$ cat src/rtl/uart_rx_ctrl.sv
// uart_rx_ctrl: UART receive control and datapath.
// Syncs rx_in, times mid-bit samples, shifts in the word, checks stop.
// Ports: clk, rst (sync, active high), rx_in (serial, idle high),
//   rx_data/rx_valid/rx_ack (word handshake), frame_err, overrun,
//   parity_err (one-cycle pulses).
// Option: define UART_RX_PARITY_EN for an even-parity bit after data.
module uart_rx_ctrl #(
  parameter int BAUD_DIV  = 5208,
  parameter int DATA_BITS = 8
) (
  input  logic                 clk,
  input  logic                 rst,
  input  logic                 rx_in,
  output logic [DATA_BITS-1:0] rx_data,
  output logic                 rx_valid,
  input  logic                 rx_ack,
  output logic                 frame_err,
  output logic                 overrun,
  output logic                 parity_err
);

  localparam int TW = $clog2(BAUD_DIV);
  localparam logic [TW-1:0] T_MID = TW'(BAUD_DIV/2 - 1);
  localparam logic [TW-1:0] T_END = TW'(BAUD_DIV - 1);
  localparam logic [3:0]    NBITS = 4'(DATA_BITS);

  typedef enum logic [2:0] {
    S_IDLE,
    S_START,
    S_DATA,
    S_PARITY,
    S_STOP
  } state_e;

  state_e               state_q, state_d;
  logic [1:0]           sync_q;
  logic [TW-1:0]        tmr_q, tmr_d;
  logic [3:0]           cnt_q, cnt_d;
  logic [DATA_BITS-1:0] shr_q, shr_d;
  logic [DATA_BITS-1:0] data_q, data_d;
  logic                 valid_q, valid_d;
  logic                 ferr_q, ferr_d;
  logic                 ovr_q, ovr_d;
  logic                 deliver;
  logic                 sin;

`ifdef UART_RX_PARITY_EN
  logic                 pbad_q, pbad_d;
  logic                 perr_q, perr_d;
`endif

  assign sin = sync_q[1];

  always_comb begin
    state_d = state_q;
    tmr_d   = (tmr_q == T_END) ? '0 : tmr_q + 1'b1;
    cnt_d   = cnt_q;
    shr_d   = shr_q;
    data_d  = data_q;
    // A pending word is consumed by ack; a new delivery below wins.
    valid_d = valid_q & ~rx_ack;
    ferr_d  = 1'b0;
    ovr_d   = 1'b0;
    deliver = 1'b0;
`ifdef UART_RX_PARITY_EN
    pbad_d  = pbad_q;
    perr_d  = 1'b0;
`endif

    unique case (state_q)
      S_IDLE: begin
        tmr_d = '0;
        if (!sin) state_d = S_START;
      end
      S_START: begin
        if (tmr_q == T_MID) begin
          state_d = sin ? S_IDLE : S_DATA;
        end
      end
      S_DATA: begin
        if (tmr_q == T_END) begin
          shr_d = {sin, shr_q[DATA_BITS-1:1]};
          cnt_d = cnt_q + 4'd1;
          if (cnt_d == NBITS) begin
`ifdef UART_RX_PARITY_EN
            state_d = S_PARITY;
`else
            state_d = S_STOP;
`endif
          end
        end
      end
`ifdef UART_RX_PARITY_EN
      S_PARITY: begin
        if (tmr_q == T_END) begin
          // Even parity: data XOR parity bit must be zero.
          pbad_d  = (^shr_q) ^ sin;
          state_d = S_STOP;
        end
      end
`endif
      S_STOP: begin
        if (tmr_q == T_END) begin
          state_d = S_IDLE;
`ifdef UART_RX_PARITY_EN
          perr_d = pbad_q;
          if (!sin) ferr_d = 1'b1;
          else if (!pbad_q) deliver = 1'b1;
`else
          if (!sin) ferr_d = 1'b1;
          else deliver = 1'b1;
`endif
        end
      end
      default: state_d = S_IDLE;
    endcase

    if (deliver) begin
      data_d  = shr_q;
      valid_d = 1'b1;
      ovr_d   = valid_q & ~rx_ack;
    end

    if (state_d != state_q) tmr_d = '0;
    if (state_d == S_DATA && state_q != S_DATA) cnt_d = '0;
  end

  always_ff @(posedge clk) begin
    if (rst) begin
      state_q <= S_IDLE;
      sync_q  <= 2'b11;
      tmr_q   <= '0;
      cnt_q   <= '0;
      shr_q   <= '0;
      data_q  <= '0;
      valid_q <= 1'b0;
      ferr_q  <= 1'b0;
      ovr_q   <= 1'b0;
    end else begin
      state_q <= state_d;
      sync_q  <= {sync_q[0], rx_in};
      tmr_q   <= tmr_d;
      cnt_q   <= cnt_d;
      shr_q   <= shr_d;
      data_q  <= data_d;
      valid_q <= valid_d;
      ferr_q  <= ferr_d;
      ovr_q   <= ovr_d;
    end
  end

`ifdef UART_RX_PARITY_EN
  always_ff @(posedge clk) begin
    if (rst) begin
      pbad_q <= 1'b0;
      perr_q <= 1'b0;
    end else begin
      pbad_q <= pbad_d;
      perr_q <= perr_d;
    end
  end

  assign parity_err = perr_q;
`else
  assign parity_err = 1'b0;
`endif

  assign rx_data   = data_q;
  assign rx_valid  = valid_q;
  assign frame_err = ferr_q;
  assign overrun   = ovr_q;

endmodule

$ cat config.mk
export PLATFORM = sky130hd
export DESIGN_NAME = uart_rx_ctrl
export DESIGN_NICKNAME = d
export VERILOG_FILES = /design/src/rtl/uart_rx_ctrl.sv
export SDC_FILE = /design/constraint.sdc
export NUM_CORES = 1
export LEC_CHECK = 0
export CORE_MARGIN = 2
export CORE_UTILIZATION = 45
export DETAILED_ROUTE_END_ITERATION = 10
export PLACE_DENSITY = 0.75
export SKIP_LAST_GASP = 1
export SYNTH_ARGS = -nofsm -noshare
export SYNTH_HDL_FRONTEND = slang
export SYNTH_SLANG_ARGS = --single-unit
$ cat constraint.sdc
create_clock -name clk -period 1.9 [get_ports clk]
set_clock_uncertainty 0.05 [all_clocks]
set_input_delay 0.285 -clock clk [delete_from_list [all_inputs] [get_ports clk]]
set_output_delay 0.285 -clock clk [all_outputs]
set_load 0.02 [all_outputs]
# ---- After elaboration in Yosys (flattened, before gate mapping)
# Cells that the tools add are included.
dict set report totals {
  in_bits 4
  out_inout_bits 12
  wordCells 44
  regBits 41
}
dict set report op_classes {
  mux 12
  n_reduce_logical 7
  bitwise 5
  n_eq_ne 9
  addsub 2
}
# op n
set op_table {}
lappend op_table {{$mux W3} 5}
lappend op_table {{$add A13 B1 Y13 const B} 1}
lappend op_table {{$eq A13 B12 Y1 const B} 1}
lappend op_table {{$eq A13 B13 Y1 const B} 1}
lappend op_table {{$pmux W3 S4} 1}
lappend op_table {{$eq A3 B2 Y1 const B} 2}
lappend op_table {{$mux W1} 5}
lappend op_table {{$add A4 B1 Y4 const B} 1}
lappend op_table {{$eq A4 B4 Y1 const B} 1}
lappend op_table {{$not A1 Y1} 4}
lappend op_table {{$reduce_or A2 Y1} 2}
lappend op_table {{$reduce_or A4 Y1} 1}
lappend op_table {{$eq A3 B1 Y1 const B} 1}
lappend op_table {{$eq A3 B3 Y1 const B} 1}
lappend op_table {{$logic_not A3 Y1} 1}
lappend op_table {{$ne A3 B2 Y1 const B} 1}
lappend op_table {{$ne A3 B3 Y1} 1}
lappend op_table {{$reduce_or A3 Y1} 1}
lappend op_table {{$mux W2} 1}
lappend op_table {{$reduce_and A2 Y1} 1}
lappend op_table {{$and A1 B1 Y1} 1}
lappend op_table {{$logic_and A1 B1 Y1} 1}

# ---- Depth between registers and ports, before layout
dict set report depth {
  word_depth 8
  ltp_mapped 7
  ltp_nobuf 5
}

# ---- Least setup slack after synthesis
# No wires, ideal clock.
dict set report synth_path {
  path_type {reg2reg}
  from {register tmr_q[0]}
  to {register cnt_q[0]}
  stages_incl_launch_ff 6
  path_slack_ps 180
  path_buffers 0
  arrival_ps 1523
  t_required_ps 1703
  path_cell_list {dfxtp_1 > ha_1 > and3_1 > nand4_1 > o41ai_1 > a21oi_1}
}
dict set report synth_via {
  elab_chain_len 6
}
# item line_no
set synth_lines {}
lappend synth_lines {{start: declaration} 37} ;# logic [TW-1:0] tmr_q, tmr_d;
lappend synth_lines {{start signal: assignment} 142} ;# tmr_q <= tmr_d;
lappend synth_lines {{$eq A13 B13 Y1 or $eq A13 B12 Y1 (tied branches)} {81, 103, 76}}
lappend synth_lines {{$mux W3, on equally long branches} {103, 76, 81}}
lappend synth_lines {{$pmux W3 S4} 70} ;# unique case (state_q)
lappend synth_lines {{$eq A3 B2 Y1} 125} ;# if (state_d == S_DATA && state_q != S_DATA) cnt_d = '0;
lappend synth_lines {{$logic_and A1 B1 Y1} 125}
lappend synth_lines {{$reduce_or A2 Y1 (no source line)} --}
lappend synth_lines {{end signal: assignment} 143} ;# cnt_q <= cnt_d;
lappend synth_lines {{end: declaration} 38} ;# logic [3:0] cnt_q, cnt_d;
# Several ways; a longest one is shown, not always the timed one.
# A chain may end at the register's enable or synchronous reset.

# ---- Worst setup path in the final report
dict set report layout_path {
  from {register tmr_q[0]}
  to {register state_q[1]}
}
dict set report layout_via {
  elab_chain_len 3
}
# item line_no
set layout_lines {}
lappend layout_lines {{$eq A13 B13 Y1 or $eq A13 B12 Y1 (tied branches)} {81, 103, 76}}
lappend layout_lines {{$mux W3, on equally long branches} {103, 76, 81}}
lappend layout_lines {{$pmux W3 S4 *} 70}
lappend layout_lines {{end signal: assignment} 140} ;# state_q <= state_d;
lappend layout_lines {{end: declaration} 35} ;# state_e state_q, state_d;
# Every way passes the cells marked *; elsewhere a longest branch is shown, timed or not.

==> qor.txt <==
status - completed
fillers - 374
FF-to-FF Start - tmr_q[0]$_SDFF_PP0_
Setup CP Type - reg2reg
Area Growth Syn to Fin - 19.2%
gr ovfl total - 0
Placer Congestion - 0.766
CTS tree - built
Setup Slack @ Placement - 0.138 ns
die height - 66.5 µm
largest net degree at the start of global routing - 19
root buffer cell - clkbuf_8
largest area contributor in the netlist - dfxtp_1
XOR/XNOR Fraction of Synth Area - 0.0648
area of the multi-input gates - 885 µm²
final worst path period need - 1.78 ns
sequential fraction of design power - 0.552
total number of vias - 1491
switching part of the total - 0.198
ys async rst share - 0
Critical path buffers and inverters - 0
first-pass GRT wire length - 6.04 mm
setup_tns - 0 ns
Mapped Cells - 203
hold path start - sync_q[0]$_SDFF_PP1_
final antenna-violating net count - 0
Seq cells post-synth - 41
reg2reg path depth - 5
Slew Limit Fails - 0
Worst Path Arrival - 1.96 ns
startpoint types - flop
CP peak stage delay - 0.52 ns
hold_buf cts - 0
predominant post-synthesis flop cell - dfxtp_1
leak pwr - 0.721 nW
Ports - 16
Seq/Total Area, Yosys - 0.467
WHS Path Cells - 1
post-DR vias/cell - 5.52
CP max stage cell - or4_1
DR WL/cell - 13.1 µm
critical path cell sequence - ha_1 > and3_1 > nand4_1 > or4_1 > a21oi_1
H-Tree Depth - 2
largest family of logic cells by synthesized area - simple AND/OR/NAND/NOR gates
Antenna Diode Count - 0
fin cells - 270
most common library cells after synthesis - dfxtp_1, nand3_1, a21oi_1, o21ai_0, nor2_1
CTS buffer count - 5
Initial DRC Count - 77
RSZ-0062 raised after global routing - yes
CP Max Fanout - 4
Critical Path Stages - 5
Cells after DPL - 262
PnR Total Power - 1.57 mW
mux share of post-synthesis cell area - 0
Worst Setup SP - tmr_q[0]$_SDFF_PP0_
Post-Syn Area per Cell - 8.66 µm²
post-CTS setup buffers - 0
final worst slack - 0.115 ns
Detailed Place HPWL - 2.46 mm
WP data required - 2.07 ns
syn nets - 209
drt pass-1 iters - 4
Tcrit/Tclk final - 0.939
Power Density - 750 nW/µm²
max_cap viols - 0
cell area after synthesis - 1760 µm²
total core area - 3720 µm²
Simple-Gate Fraction of Synth Area - 0.270
Port Buffers - 14
Largest delay share family, worst path - simple AND/OR/NAND/NOR gates
Reg area - 821 µm²
Die Footprint - 4420 µm²
DP Area - 1970 µm²
Ys Warns - 0
Logic pwr share - 0.022
vias in the first global route - 1408
Highest Clock Rate - 560 MHz
TritonCTS sink count - 41
latest clock arrival within the worst-skew pair - 0.29 ns
DRT Wirelength - 3.54 mm
Worst VDD drop - 480 µV
drc violations - 0
area share of the largest cell type after synthesis - 0.467
worst hold margin - 0.367 ns
Setup violations, final - 0
Starting Density - 0.473
initial antenna violation count - 0
Clock Power Share - 0.426
Relative slew margins - 0.640
CTS clk-pin slew, worst paths - 0.07 ns
GRT Total Usage - 0.180
Final Hold Viols - 0
P_sw - 312 µW
Area contributors post-synth - dfxtp_1, nand3_1, a21oi_1
die width - 66.5 µm
Synth Area in Adders - 0.0142
r2r setup slk - 0.12 ns
post-layout util - 0.564
Internal - 1.26 mW
most frequent cell after synthesis - dfxtp_1
clock buffer depth - 2
row count - 22
final instance area - 2100 µm²
Slew @ Worst Pin - 0.538 ns
complex-gate fraction of the synthesized area - 0.144
share of layout cells above drive strength 1 - 0.117
Final nets - 228
Netlist cell types - 35
Hold/Removal Path Class - reg2reg
crit end category - flop
number of synthesized flops with an enable pin - 0
cell families (layout without fill, tap and decap cells):
kind of cell / after synthesis / after routing
and+or+nand+nor: 84 / 84
AOI/OAI and AO/OA: 47 / 47
DFF: 41 / 41
buffers and inverters: 15 / 34
xor gates and xnor gates: 13 / 13
adders and majority gates: 2 / 2
other: 1 / 1
registers in the layout, indices dropped and copies added (netlist names):
name / flops
sync_q: 2
state_q: 3
cnt_q: 4
rx_valid: 1
tmr_q: 13
shr_q: 8
frame_err: 1
rx_data: 8
overrun: 1
worst paths after layout:
path,end
max,state_q[1]$_SDFF_PP0_
min,sync_q[1]$_SDFF_PP1_
max reg2reg,state_q[1]$_SDFF_PP0_
min reg2reg,sync_q[1]$_SDFF_PP1_
timing repair:
action,CTS,global route
endpoints found under the hold margin,0,0
setup endpoints to repair,0,14
gates resized for setup,0,5
final cells by class:
| cell class | count | share of cell area |
|---|---|---|
| clock buffer | 5 | 0.0328 |
| multi-input combinational | 147 | 0.422 |
| inverter | 3 | 0.00537 |
| clock inverter | 2 | 0.0167 |
| sequential | 41 | 0.392 |
| tap | 48 | 0.0287 |
| timing repair buffer | 24 | 0.103 |
routing by layer:
| layer | wire, µm | track usage |
|---|---|---|
| met5 | 0 | 0 |
| met1 | 1630 | 0.205 |
| met3 | 117 | 0.0456 |
| met2 | 1740 | 0.318 |
| met4 | 50 | 0.0740 |
power groups by stage:
stage                     Sequential, mW  Combinational [mW]  Clock, mW
final                              0.867              0.0353      0.669
after global routing               0.867              0.0397      0.721
after CTS                          0.867              0.0333      0.691
after detailed placement           0.887              0.0333          0
after global placement             0.887              0.0329          0
after floorplan                    0.884              0.0226          0
worst reg2reg max path, stage by stage (launching register included):
cell	delay [ns]
dfxtp_1	0.37
ha_1	0.25
and3_1	0.20
nand4_1	0.21
or4_1	0.52
a21oi_1	0.12
cell usage in the layout, fill, tap and decap left out, types with 2 or more instances in the layout:
cell,count
or4_1,3
buf_4,10
nand2_1,7
nand3_1,24
or3_1,2
xor2_1,7
nor4_1,3
clkbuf_8,5
o31ai_1,2
inv_1,3
clkdlybuf4s50_1,14
or2_2,3
o21ai_0,20
xnor2_1,6
nor3b_1,2
and3_1,4
nand4_1,3
and4_1,2
nor2_1,18
ha_1,2
nand2b_1,3
a21oi_1,22
dfxtp_1,41
nor3_1,2
Note: power is estimated with default switching activity, not from simulation.
==> edit: new RTL, same flow settings <==
Build with the macro `UART_RX_PARITY_EN` defined.
--- a/src/rtl/uart_rx_ctrl.sv
+++ b/src/rtl/uart_rx_ctrl.sv
@@ -5,4 +5,6 @@
 //   parity_err (one-cycle pulses).
 // Option: define UART_RX_PARITY_EN for an even-parity bit after data.
+`define UART_RX_PARITY_EN
+
 module uart_rx_ctrl #(
   parameter int BAUD_DIV  = 5208,
Behaviour: no difference found for any inputs over 10 cycles, from zero or initial values and one cycle with rst high; that may be too few to reach the edited logic, so the function may still have changed.
==> edit against the original RTL <==
- routed wire length rose by 20%
- die area up 14%
- sequential cell count increased by 2
- critical endpoint is now cnt_q[3]$_SDFFE_PP0P_
- worst setup slack lost 0.033 ns
- design area increased by 19%
- power rose by 14%
- highest routed layer unchanged
- global-route usage grew 0.11 points
- cell count grew 13%
- area after synthesis up 15%
- synthesized cell count rose by 11%
- non-clock buffer count up 9
- largest power group unchanged
==> edit: results (changes against the original RTL) <==
[outcome]
status = finished clean

[routing]
wl_microns = 4250  ; +20%
drt_first_pass_iters = 4  ; unchanged
drtIter0Drc = 124  ; +61%
vias_per_cell = 5.61  ; +1.5%

[hold_path]
hold_start = sync_q[0]$_SDFF_PP1_
hold_class = register to register

[final_layout]
largest_reg_flops = 13  ; unchanged
final_common_cell = dfxtp_1
drive_gt1_frac = 0.142  ; +0.0252
nets = 258  ; +13%
regMostFlops = tmr_q
num_antenna_cells = 0  ; unchanged
n_fill_cell = 402  ; +7.5%
design_area_sq_um = 2490  ; +19%

[synthesis]
ys_warn_count = 0  ; unchanged
synth_commonest_cells = dfxtp_1, nand3_1, a21oi_1, o21ai_0, nor2_1
synth_area_leaders = dfxtp_1, nand3_1, a21oi_1, o21ai_0, xnor2_1
yosysUniqueCellTypes = 46  ; +31%
synth_fp_nets = 231  ; +11%
synth_ff_type = dfxtp_1
async_flop_share = 0  ; unchanged
synth-seq-area-share = 0.424  ; -0.0425

[clock_network]
clk_latency_ns = 0.30
cts_root_buffer = clkbuf_8
cts_buffers = 5  ; unchanged
cts.clk_slew.worst_paths_ns = 0.08
cts.htree.levels = 2  ; unchanged
clk_path_buf_depth = 2  ; unchanged

[pwr]
p_sw_uw = 349  ; +12%
p_leak_nw = 0.858  ; +19%
p_comb_uw = 46.1  ; +31%
ir_drop_v = 0.000522  ; +8.7%
seq-power_uw = 908  ; +4.7%

[global_routing]
antenna_found_initial = 0  ; unchanged
grt_pass1_vias = 1636  ; +16%
grt_max_degree = 21  ; +2
grt_pass1_wl_microns = 7430  ; +23%
grtUsageTotal = 0.181  ; +0.00115

[worst_setup_path]
crit_arrival_ns = 2.00  ; +0.04 ns
cp_top_family = simple AND/OR/NAND/NOR gates
crit_fanout = 9  ; +5
crit_path_max_incr_delay_ns = 0.52  ; about the same
cp_slowest_cell = or4_1
start_kind = register
r2r-start = tmr_q[0]$_SDFF_PP0_

[place]
hpwl_microns = 2970  ; +21%
place_congestion = 0.833  ; +8.7%
place_area_sq_um = 2330  ; +18%
place_worst_setup_slack_ns = 0.0442  ; -0.0943 ns
io_buffer_count = 15  ; +1

[sta]
relSlewSlack = 0.733  ; +0.0928

[edit: layout make-up]
class                      instances  share of cell area
multi-input combinational        164               0.446
timing repair buffer              33               0.120
sequential                        43               0.346
inverter                           5             0.00755
clock inverter                     3              0.0272
tap                               52              0.0262
clock buffer                       5              0.0277
[edit: logic make-up after synthesis]
group / Yosys count / share of synthesized area
adder cells (fa/ha/maj): 2 / 0.0123
flip-flops: 43 / 0.424
AND/OR/NAND/NOR: 83 / 0.250
AO/OA/AOI/OAI: 61 / 0.178
XOR/XNOR: 17 / 0.0870
multiplexers: 1 / 0.00678
buffers and inverters: 18 / 0.0407
[edit: metrics by stage]
stage	std cells	total power [mW]	TNS, ns
2_1_floorplan	225	0.955	0
3_3_place_gp	297	0.975	0
3_5_place_dp	297	0.976	0
4_1_cts	305	1.82	0
5_1_grt	305	1.85	-0.129
6_report	305	1.80	0
[edit: routing by layer]
metal,share of wire,wire length (microns),GRT usage,vias to the layer above
li1,-,-,-,878
met1,0.45,1930,0.229,798
met2,0.50,2120,0.307,28
met3,0.033,141,0.0385,6
met4,0.012,51,0.0587,0
met5,0,0,0,-
[edit: final timing paths]
| check | to | slack [ns] | cells after the start |
|---|---|---|---|
| setup / recovery | cnt_q[3]$_SDFFE_PP0P_ | 0.08 | 5 |
| hold / removal | sync_q[1]$_SDFF_PP1_ | 0.36 | 1 |
| setup reg to reg | cnt_q[3]$_SDFFE_PP0P_ | 0.08 | 5 |
| hold reg to reg | sync_q[1]$_SDFF_PP1_ | 0.36 | 1 |
[edit: what timing repair did]
action | 4_1_cts | 5_1_grt
resized for setup | 0 | 3
endpoints found under the setup margin | 0 | 21
hold buffers | 0 | 0
setup buffers | 0 | 0
